===== src/rtl/dk_audio_pkg.sv =====
// Shared audio types and helpers for the discrete-sound mixing path.
package dk_audio_pkg;

    typedef logic signed [15:0] sample_t;

    typedef enum logic [1:0] {
        ST_IDLE,
        ST_MAC,
        ST_ACCUM,
        ST_EMIT
    } mix_state_t;

    localparam int SAMPLE_MAX = 32767;
    localparam int SAMPLE_MIN = -32768;
    localparam int SAT_W      = 48;

    // Clamp a wide signed value into the 16-bit sample range.
    function automatic sample_t sat16(input logic signed [SAT_W-1:0] x);
        logic signed [SAT_W-1:0] maxW;
        logic signed [SAT_W-1:0] minW;
        maxW = SAT_W'(SAMPLE_MAX);
        minW = SAT_W'(SAMPLE_MIN);
        if (x > maxW) begin
            return 16'sh7FFF;
        end else if (x < minW) begin
            return 16'sh8000;
        end else begin
            return x[15:0];
        end
    endfunction

    function automatic logic [15:0] to_offset_bin(input sample_t s);
        return {~s[15], s[14:0]};
    endfunction

endpackage


===== src/rtl/dk_mac_lane.sv =====
// Registered signed multiply-accumulate lane with synchronous clear and enable.
module dk_mac_lane #(
    parameter int A_W   = 16,
    parameter int B_W   = 9,
    parameter int ACC_W = 27
) (
    input  logic                    clk_i,
    input  logic                    rst_i,
    input  logic                    clr_i,
    input  logic                    en_i,
    input  logic signed [A_W-1:0]   a_i,
    input  logic signed [B_W-1:0]   b_i,
    output logic signed [ACC_W-1:0] acc_o
);

    logic signed [A_W+B_W-1:0] prod;
    logic signed [ACC_W-1:0]   acc_q;

    assign prod  = a_i * b_i;
    assign acc_o = acc_q;

    always_ff @(posedge clk_i) begin
        if (rst_i) begin
            acc_q <= '0;
        end else if (clr_i) begin
            acc_q <= '0;
        end else if (en_i) begin
            acc_q <= acc_q + ACC_W'(prod);
        end
    end

endmodule


===== src/rtl/dk_mix_decimator.sv =====
// Per-channel gain/mute mixer sharing one MAC lane, followed by a box-car
// decimator that emits saturated signed and offset-binary samples.
module dk_mix_decimator
    import dk_audio_pkg::*;
#(
    parameter int NUM_CH     = 4,
    parameter int OVERSAMPLE = 2,
    parameter int GAIN_W     = 8
) (
    input  logic                       clk,
    input  logic                       I_RST,
    input  logic                       audio_clk_en,
    input  logic [NUM_CH*16-1:0]       in_data,
    input  logic [NUM_CH*GAIN_W-1:0]   ch_gain,
    input  logic [NUM_CH-1:0]          ch_mute,
    output logic signed [15:0]         out,
    output logic [15:0]                O_SOUND_DAT,
    output logic                       out_valid,
    output logic                       overrun
);

    localparam int PROD_W = 16 + GAIN_W + 1;
    localparam int MIX_W  = PROD_W + $clog2(NUM_CH);
    localparam int OS_LOG = $clog2(OVERSAMPLE);
    localparam int DEC_W  = MIX_W - (GAIN_W - 1) + OS_LOG + 1;
    localparam int IDX_W  = (NUM_CH > 1) ? $clog2(NUM_CH) : 1;
    localparam int PH_W   = (OVERSAMPLE > 1) ? OS_LOG : 1;
    localparam logic [IDX_W-1:0] LAST_CH = IDX_W'(NUM_CH - 1);
    localparam logic [PH_W-1:0]  LAST_PH = PH_W'(OVERSAMPLE - 1);

    mix_state_t              state_q, state_d;
    logic [IDX_W-1:0]        ch_idx_q, ch_idx_d;
    logic [PH_W-1:0]         phase_q, phase_d;
    logic signed [DEC_W-1:0] dec_acc_q, dec_acc_d;
    logic signed [DEC_W-1:0] dec_shift;
    sample_t                 out_q, out_d;
    logic [15:0]             snd_q;
    logic                    valid_q, valid_d;
    logic                    overrun_q, overrun_d;

    sample_t                 snap_data_q [NUM_CH];
    logic [GAIN_W-1:0]       snap_gain_q [NUM_CH];
    logic [NUM_CH-1:0]       snap_mute_q;

    logic                    snap_load, mac_clr, mac_en;
    sample_t                 lane_a;
    logic signed [GAIN_W:0]  lane_b;
    logic signed [MIX_W-1:0] mix_acc;

    assign out         = out_q;
    assign O_SOUND_DAT = snd_q;
    assign out_valid   = valid_q;
    assign overrun     = overrun_q;

    always_ff @(posedge clk) begin
        if (snap_load) begin
            for (int k = 0; k < NUM_CH; k++) begin
                snap_data_q[k] <= in_data[16*k +: 16];
                snap_gain_q[k] <= ch_gain[GAIN_W*k +: GAIN_W];
            end
            snap_mute_q <= ch_mute;
        end
    end

    // A muted channel feeds zero so the accumulator still steps once per channel.
    always_comb begin
        lane_a = snap_mute_q[ch_idx_q] ? '0 : snap_data_q[ch_idx_q];
        lane_b = {1'b0, snap_gain_q[ch_idx_q]};
    end

    dk_mac_lane #(
        .A_W   (16),
        .B_W   (GAIN_W + 1),
        .ACC_W (MIX_W)
    ) u_mac (
        .clk_i (clk),
        .rst_i (I_RST),
        .clr_i (mac_clr),
        .en_i  (mac_en),
        .a_i   (lane_a),
        .b_i   (lane_b),
        .acc_o (mix_acc)
    );

    assign dec_shift = dec_acc_q >>> OS_LOG;

    always_comb begin
        state_d   = state_q;
        ch_idx_d  = ch_idx_q;
        phase_d   = phase_q;
        dec_acc_d = dec_acc_q;
        out_d     = out_q;
        valid_d   = 1'b0;
        overrun_d = overrun_q;
        snap_load = 1'b0;
        mac_clr   = 1'b0;
        mac_en    = 1'b0;

        if (audio_clk_en && (state_q != ST_IDLE)) begin
            overrun_d = 1'b1;
        end

        case (state_q)
            ST_IDLE: begin
                if (audio_clk_en) begin
                    snap_load = 1'b1;
                    mac_clr   = 1'b1;
                    ch_idx_d  = '0;
                    state_d   = ST_MAC;
                end
            end
            ST_MAC: begin
                mac_en   = 1'b1;
                ch_idx_d = ch_idx_q + 1'b1;
                if (ch_idx_q == LAST_CH) begin
                    state_d = ST_ACCUM;
                end
            end
            ST_ACCUM: begin
                // The shifted mix always fits DEC_W, so the resize only drops sign copies.
                dec_acc_d = dec_acc_q + DEC_W'(mix_acc >>> (GAIN_W - 1));
                if (phase_q == LAST_PH) begin
                    phase_d = '0;
                    state_d = ST_EMIT;
                end else begin
                    phase_d = phase_q + 1'b1;
                    state_d = ST_IDLE;
                end
            end
            ST_EMIT: begin
                out_d     = sat16(SAT_W'(dec_shift));
                valid_d   = 1'b1;
                dec_acc_d = '0;
                state_d   = ST_IDLE;
            end
            default: state_d = ST_IDLE;
        endcase
    end

    always_ff @(posedge clk) begin
        if (I_RST) begin
            state_q   <= ST_IDLE;
            ch_idx_q  <= '0;
            phase_q   <= '0;
            dec_acc_q <= '0;
            out_q     <= '0;
            snd_q     <= 16'h8000;
            valid_q   <= 1'b0;
            overrun_q <= 1'b0;
        end else begin
            state_q   <= state_d;
            ch_idx_q  <= ch_idx_d;
            phase_q   <= phase_d;
            dec_acc_q <= dec_acc_d;
            out_q     <= out_d;
            snd_q     <= to_offset_bin(out_d);
            valid_q   <= valid_d;
            overrun_q <= overrun_d;
        end
    end

endmodule


===== config.mk =====
export PLATFORM = sky130hd
export DESIGN_NAME = dk_mix_decimator
export DESIGN_NICKNAME = d
export VERILOG_FILES = /design/src/rtl/dk_audio_pkg.sv /design/src/rtl/dk_mac_lane.sv /design/src/rtl/dk_mix_decimator.sv
export SDC_FILE = /design/constraint.sdc
export NUM_CORES = 1
export LEC_CHECK = 0
export CAP_MARGIN = 20
export CELL_PAD_IN_SITES_DETAIL_PLACEMENT = 0
export CELL_PAD_IN_SITES_GLOBAL_PLACEMENT = 1
export CORE_AREA = 2 2 203 155
export CTS_CLUSTER_DIAMETER = 120
export DETAILED_ROUTE_END_ITERATION = 7
export DIE_AREA = 0 0 205 157
export GPL_TIMING_DRIVEN = 1
export PLACE_DENSITY = 0.79
export SYNTH_ARGS = -nofsm -noshare
export SYNTH_HDL_FRONTEND = slang
export SYNTH_HIERARCHICAL = 1
export SYNTH_SLANG_ARGS = --single-unit

===== constraint.sdc =====
create_clock -name clk -period 10 [get_ports clk]
set_input_delay 2 -clock clk [delete_from_list [all_inputs] [get_ports clk]]
set_output_delay 2 -clock clk [all_outputs]
set_load 0.005 [all_outputs]

==> out/results.tsv, run 1 <==
stage	metric	value	unit
outcome	result of the run	completed	
job	Max-Cap Viols	0	
cts	total CTS buffers	17	
hold_path	Hold WC Path Type	reg2reg	
finish	multi-input logic area	0.008115	mm^2
cts	CTS root buf	clkbuf_16	
placed_design	post-DP HPWL	22950	um
placed_design	Placed Instances	1784	
route	vias per cell	5.179	
synthesis	top cells by area, synth	edfxtp_1 (22%), fa_1 (21%), dfxtp_1 (11%), ha_1 (8.0%), inv_1 (5.7%)	
route	DR pass1 iterations	5	
pwr	P_leak	6.960	nW
route	DRT Wirelength	28910	um
cts	CTS Hold Buffers Added	0	
global_route	initial antenna violation count	0	
synthesis	Post-synth EDFFs	100	
timing	setup TNS	0	ns
finish	antenna cells	0	
synthesis	Syn Inst Count	1311	
timing	Slew HR	0.2911	
global_route	Overflow after GRT	0	
worst_setup_path	Worst EP required	10.39	ns
worst_setup_path	Critical Path Fanout Max	24	
global_route	Tot GR Track Use	0.1862	
synthesis	synth warn	6	
route	post-route ant nets	0	
floorplan	# IOs	137	
floorplan	die area	0.03219	mm^2
worst_setup_path	Startpoint Class	flop	
pwr	Cell Pwr Density	260.5	mW/mm^2
timing	Final Max Tran Viols	0	
synthesis	synth unique cells	73	
route	via count	9416	
route	Iteration-0 DRC Markers	517	
finish	P&R area growth vs syn	16.11	%
floorplan	Core ar.	0.03000	mm^2
finish	Final #Nets	1744	
timing	FMAX	0.1394	GHz
timing	RSZ-0062 raised after global routing	false	
cts	post-CTS setup buffers	0	
synthesis	Async SR Flop Fraction	0	
timing	# setup viols final	0	
worst_setup_path	critical setup path kind	reg2reg	
finish	share of layout cells above drive strength 1	0.06624	
synthesis	most numerous cell in the Yosys netlist	inv_1	
timing	minimum clock period	7.172	ns
worst_setup_path	Worst Setup End Kind	flop	
cts	CTS Sinks	175	
cts	CTS resizes	0	
synthesis	Top FF cell, synth	edfxtp_1	
finish	Reg area	0.004506	mm^2
finish	Final Instance Count excl. Fillers	1818	
worst_setup_path	Critical Path AT	7.57	ns
synthesis	Synth top area share	0.2187	
cts	Longest Clk Path Bufs	2	
timing	Worst Tran Pin Value	1.061	ns
floorplan	Die Y	157	um
placed_design	RD Place Congestion	0.8672	
synthesis	leading area contributor after synthesis	edfxtp_1	
timing	Final Cycle Share	0.7172	
global_route	first-pass GRT wire length	47160	um
synthesis	Synth top cells by count	inv_1 (209), fa_1 (147), nand2_1 (126), edfxtp_1 (100), nor2_1 (94)	
pwr	Peak supply drop	0.2019	mV
cts	Clk pin slew, worst setup/hold paths	0.08	ns
timing	final hold violation count	0	
finish	Final Util	0.5314	
synthesis	Synth Area per Inst	10.47	um^2
timing	clk_skew	0.01368	ns
cts	CTS tree	done	
global_route	largest net degree at the start of global routing	71	
cts	Skew-Pair Late Insertion Delay	0.46	ns
placed_design	Port Buffers	136	
route	DR WL/cell	15.90	um
floorplan	number of cell rows	55	
cts	H-tree depth	4	
synthesis	sequential fraction of the synthesis area	0.3280	
synthesis	post-synthesis register bit count	175	
floorplan	initial core utilization	0.4576	
finish	# fillers	2704	
floorplan	Die W	205	um
global_route	vias in the first global route	9505	
route	DRC	0	
synthesis	Post-Syn Area	0.01373	mm^2
[cells by family after synthesis]
family	Yosys count	synth area share
simple gates	357	0.1226
buf+inv	277	0.08192
fa+ha+maj	235	0.2945
compound gates	180	0.09039
flops	175	0.3280
mux	47	0.05741
xor+xnor	39	0.02488
other cells	1	0.0002731
[power breakdown]
group,internal [W],switching [W]
clock network,0.000345,0.000348
logic,0.00111,0.00149
registers,0.000816,0.0000389
[area by class of cell]
cell class	count	share of cell area
sequential	175	0.2826
tap	399	0.03131
clock buffer	17	0.02668
inverter	209	0.04921
clock inverter	15	0.01248
timing repair buffer	143	0.08868
multi-input combinational	860	0.5090
[state kept, by name, summed over array words and instances, names as in the netlist, named ones only]
register,count
snap_data_q,64
snap_gain_q,32
u_mac/acc_o,27
dec_acc_q,22
out,16
snap_mute_q,4
ch_idx_q,2
state_q,2
O_SOUND_DAT,1
out_valid,1
overrun,1
phase_q,1
[stage by stage]
| step | total power (W) | cell area (um^2) | hold slack (ns) | setup slack [ns] |
|---|---|---|---|---|
| final | 0.004153 | 15940 | 0.4608 | 2.828 |
| after global routing | 0.004602 | 15940 | 0.5120 | 2.381 |
| after CTS | 0.004201 | 15930 | 0.4602 | 2.779 |
| after detailed placement | 0.003488 | 15300 | 0.4490 | 2.804 |
| after global placement | 0.003465 | 15300 | 0.4380 | 2.883 |
| after floorplan | 0.002998 | 13730 | 0.4421 | 2.215 |
[worst paths after layout]
path	slack, ns	start	cells past startpoint	to
max	2.83	flop	20	u_mac/acc_o[26]$_SDFFE_PP0P_
min	0.46	overrun$_SDFFE_PP0P_	2	overrun$_SDFFE_PP0P_
max reg2reg	2.83	flop	20	u_mac/acc_o[26]$_SDFFE_PP0P_
min reg2reg	0.46	overrun$_SDFFE_PP0P_	2	overrun$_SDFFE_PP0P_
[worst max-delay path: stages (launching register included)]
cell and delay [ns]:
dfxtp_2 0.92, mux4_2 0.38, nor2b_1 0.76, nand2_1 0.17
fa_1 0.52, fa_1 0.54, inv_1 0.05, fa_1 0.51
fa_1 0.55, inv_1 0.06, fa_1 0.53, inv_1 0.04
ha_1 0.27, a2111oi_4 0.38, o21ai_2 0.14, a211oi_4 0.40
a211o_1 0.23, a21oi_1 0.09, o21ai_2 0.17, mux2_4 0.32
nand3_2 0.06
[metal layers]
layer / track usage / share of wire
met1: 0.2595 / 0.46
met2: 0.3060 / 0.49
met3: 0.03623 / 0.041
met4: 0.03460 / 0.0077
met5: 0 / 0
[cell usage in the layout, fill, tap and decap left out, types with 4 or more instances in the layout]
cell type / count
and2_1: 49
a21oi_2: 4
clkinv_8: 5
nand2_1: 126
ha_1: 88
clkdlybuf4s50_1: 136
a31oi_1: 4
and3_1: 5
a211oi_1: 10
nand3_1: 8
a21o_1: 14
xor2_1: 14
nor3_1: 19
clkbuf_16: 17
a211o_1: 4
nor2_1: 93
o21ai_0: 28
edfxtp_1: 100
dfxtp_1: 74
inv_1: 209
mux4_2: 25
o21bai_1: 5
xnor2_1: 25
fa_1: 147
nor3b_1: 5
nand4_1: 4
o21ai_1: 11
buf_4: 7
nand2b_1: 5
mux2i_1: 21
o21ai_2: 5
a21oi_1: 61
nor2b_1: 30
No activity file was read; power rests on OpenSTA's default activity.
==> inputs of run 2 (changes only) <==
==> constraint.sdc (replaced) <==
create_clock -name clk -period 7.4 [get_ports clk]
set_input_delay 1.48 -clock clk [delete_from_list [all_inputs] [get_ports clk]]
set_output_delay 1.48 -clock clk [all_outputs]
set_load 0.005 [all_outputs]
==> run 2 against run 1 <==
Net effect:
- setup slack worse by 2.3 ns
- combinational power increased by 36%
- clock skew fell by 0.0040 ns
- wire length shrank 0.19%
- first-iteration DRC count up 5.4%
- via count about the same
- fmax increased by 4.0%
- global-route usage barely moved
- critical path depth up 2
- cell area rose by 0.30%
- critical path type unchanged
- largest power group unchanged
- highest routed layer unchanged
==> out/results.tsv, run 2 (synthesis gave the netlist of run 1 again) <==
stage	metric	value	unit	change
timing	Final Cycle Share	0.9315		was 0.7172
floorplan	number of cell rows	55		unchanged
global_route	initial antenna violation count	0		unchanged
finish	# fillers	2692		was 2704
floorplan	# IOs	137		unchanged
cts	CTS Hold Buffers Added	0		unchanged
worst_setup_path	Crit. path cell count	22		was 20
worst_setup_path	first element of the critical path	ch_idx_q[0]$_SDFFE_PP0P_		
worst_setup_path	FF-to-FF End	u_mac/acc_o[26]$_SDFFE_PP0P_		unchanged
global_route	largest net degree at the start of global routing	71		unchanged
placed_design	Port Buffers	136		unchanged
timing	Slew HR	0.3024		was 0.2911
cts	CTS tree	done		unchanged
worst_setup_path	slowest stage delay, CP	0.70	ns	was 0.92 ns
placed_design	Setup WS pre-CTS	0.5936	ns	was 2.804 ns
pwr	P_int	0.003077	W	was 0.002274 W
job	Max-Cap Viols	0		unchanged
worst_setup_path	reg2reg path depth	22		was 20
route	WL met1	13670	um	was 13410 um
finish	commonest non-fill, non-tap cells in the layout	inv_1 (209), fa_1 (147), clkdlybuf4s50_1 (136), nand2_1 (126), edfxtp_1 (100)		unchanged
pwr	Cell Pwr Density	350.9	mW/mm^2	was 260.5 mW/mm^2
finish	flip-flop count of the largest register after layout	64		unchanged
worst_setup_path	Worst EP required	7.79	ns	was 10.39 ns
route	routed wl met2	13740	um	was 14080 um
cts	CTS resizes	0		unchanged
finish	largest reg by FF count	snap_data_q		unchanged
floorplan	initial core utilization	0.4576		unchanged
global_route	first-pass GRT wire length	47140	um	was 47160 um
worst_setup_path	R2R Path Start	ch_idx_q[0]$_SDFFE_PP0P_		
floorplan	Die W	205	um	unchanged
worst_setup_path	delay-heaviest family, CP	adder cells		unchanged
finish	Final #Nets	1751		was 1744
finish	antenna cells	0		unchanged
timing	clk_skew	0.009684	ns	was 0.01368 ns
worst_setup_path	r2r setup slk	0.51	ns	was 2.83 ns
route	post-route ant nets	0		unchanged
timing	FMAX	0.1451	GHz	was 0.1394 GHz
finish	share of layout cells above drive strength 1	0.07083		was 0.06624
cts	CTS root buf	clkbuf_16		unchanged
route	Highest Signal Layer	met4		unchanged
finish	fin area	0.01599	mm^2	was 0.01594 mm^2
placed_design	post-DP HPWL	22910	um	was 22950 um
worst_setup_path	WP buf/inv	5		was 3
finish	commonest non-fill, non-tap cell in the layout	inv_1		unchanged
worst_setup_path	critical setup path kind	reg2reg		unchanged
pwr	Switch Pwr	0.002534	W	was 0.001879 W
cts	CTS Sinks	175		unchanged
timing	Final Max Tran Viols	0		unchanged
placed_design	Post-Place Cell Area	0.01538	mm^2	was 0.01530 mm^2
worst_setup_path	CP Cell Sequence	mux4_2 > nor2b_1 > nand2_1 > fa_1 > inv_1 > fa_1 > inv_1 > fa_1 > inv_1 > fa_1 > inv_1 > fa_1 > inv_1 > ha_1 > o211ai_1 > a21oi_2 > a211oi_4 > a211o_1 > a21oi_1 > o21ai_2 > mux2_4 > nand3_2		was mux4_2 > nor2b_1 > nand2_1 > fa_1 > fa_1 > inv_1 > fa_1 > fa_1 > inv_1 > fa_1 > inv_1 > ha_1 > a2111oi_4 > o21ai_2 > a211oi_4 > a211o_1 > a21oi_1 > o21ai_2 > mux2_4 > nand3_2
cts	Longest Clk Path Bufs	2		unchanged
global_route	vias in the first global route	9257		was 9505
timing	final hold violation count	0		unchanged
route	Iteration-0 DRC Markers	545		was 517
route	DRT Wirelength	28860	um	was 28910 um
route	vias per cell	5.162		was 5.179
pwr	clock power share	0.163		was 0.167
hold_path	Hold WC Path Type	reg2reg		unchanged
cts	Clk pin slew, worst setup/hold paths	0.08	ns	about the same
pwr	P_leak	6.996	nW	was 6.960 nW
pwr	Combinational Power Share	0.631		was 0.627
timing	# setup viols final	0		unchanged
pwr	share of total power in sequential cells	0.206		about the same
floorplan	Die Y	157	um	unchanged
cts	total CTS buffers	17		unchanged
route	DR pass1 iterations	5		unchanged
route	via count	9420		was 9416
floorplan	die area	0.03219	mm^2	unchanged
placed_design	RD Place Congestion	0.8445		was 0.8672
route	DRC	0		unchanged
route	DR WL/cell	15.81	um	was 15.90 um
timing	Worst Tran Pin Value	1.044	ns	was 1.061 ns
worst_setup_path	Slowest cell on crit path	mux4_2		was dfxtp_2
global_route	Overflow after GRT	0		unchanged
timing	Final WS setup	0.5067	ns	was 2.828 ns
outcome	result of the run	completed		unchanged
timing	minimum clock period	6.893	ns	was 7.172 ns
worst_setup_path	Critical Path Fanout Max	16		was 24
global_route	Tot GR Track Use	0.1867		was 0.1862
cts	H-tree depth	4		unchanged
timing	RSZ-0062 raised after global routing	false		unchanged
worst_setup_path	Critical Path AT	7.29	ns	was 7.57 ns
pwr	sw frac	0.4517		was 0.4525
finish	P&R area growth vs syn	16.46	%	was 16.11%
cts	post-CTS setup buffers	0		unchanged
timing	setup TNS	0	ns	unchanged
cts	Skew-Pair Late Insertion Delay	0.45	ns	was 0.46 ns
worst_setup_path	Worst Setup EP	u_mac/acc_o[26]$_SDFFE_PP0P_		unchanged
floorplan	Core ar.	0.03000	mm^2	unchanged
worst_setup_path	Startpoint Class	flop		unchanged
pwr	Peak supply drop	0.2928	mV	was 0.2019 mV
worst_setup_path	Worst Setup End Kind	flop		unchanged
route	DR WL met3	1265	um	was 1197 um
-- run 2: cell count changes in the layout (fill, tap and decap cells not counted), sizes merged --
cell    change
clkinv      +1
inv         -1
buf         +7
-- run 2: stage by stage --
stage / power, W / utilization / instances / hold slack [ns]
after floorplan: 0.004051 / - / 1312 / 0.4421
after global placement: 0.004688 / 0.5127 / 1793 / 0.4383
after detailed placement: 0.004732 / 0.5127 / 1793 / 0.4449
after CTS: 0.005673 / 0.5329 / 1825 / 0.4552
after global routing: 0.006240 / 0.5329 / 1825 / 0.4767
final: 0.005611 / 0.5329 / 1825 / 0.4523
-- run 2: power groups by stage --
| stage | Clock, W | Combinational [W] | Sequential (W) |
|---|---|---|---|
| finish | 0.000914 | 0.00354 | 0.00115 |
| detailed placement | 0 | 0.00355 | 0.00118 |
| CTS | 0.000939 | 0.00358 | 0.00116 |
| global placement | 0 | 0.00351 | 0.00118 |
| global route | 0.000976 | 0.00410 | 0.00116 |
| floorplan | 0 | 0.00290 | 0.00115 |
-- run 2: per-layer routing --
layer,vias up,track usage
met5,-,0
li1,4491,-
met3,16,0.03499
met1,4729,0.2685
met2,184,0.2984
met4,0,0.03357
-- run 2: final cells by class --
cell class	count	area, um^2	share of cell area
multi-input combinational	860	8115	0.5075
sequential	175	4506	0.2818
tap	399	499.2	0.03122
timing repair buffer	150	1479	0.09249
inverter	209	784.5	0.04906
clock buffer	17	425.4	0.02660
clock inverter	15	181.4	0.01135
-- run 2: worst register-to-register path: cells and delay by family (launching register included) --
family / cells / cell delay, ns
simple gates: 3 / 0.89
buf+inv: 5 / 0.25
flops: 1 / 0.39
compound gates: 6 / 1.35
fa+ha+maj: 6 / 2.94
mux: 2 / 1.02
-- run 2: worst min path at each step --
stage,endpoint,slack [ns],start,cells past startpoint
global route,overrun$_SDFFE_PP0P_,0.48,overrun$_SDFFE_PP0P_,2
floorplan,overrun$_SDFFE_PP0P_,0.44,overrun$_SDFFE_PP0P_,2
finish,overrun$_SDFFE_PP0P_,0.45,overrun$_SDFFE_PP0P_,2
detailed placement,overrun$_SDFFE_PP0P_,0.44,overrun$_SDFFE_PP0P_,2
global placement,overrun$_SDFFE_PP0P_,0.44,overrun$_SDFFE_PP0P_,2
CTS,overrun$_SDFFE_PP0P_,0.46,overrun$_SDFFE_PP0P_,2
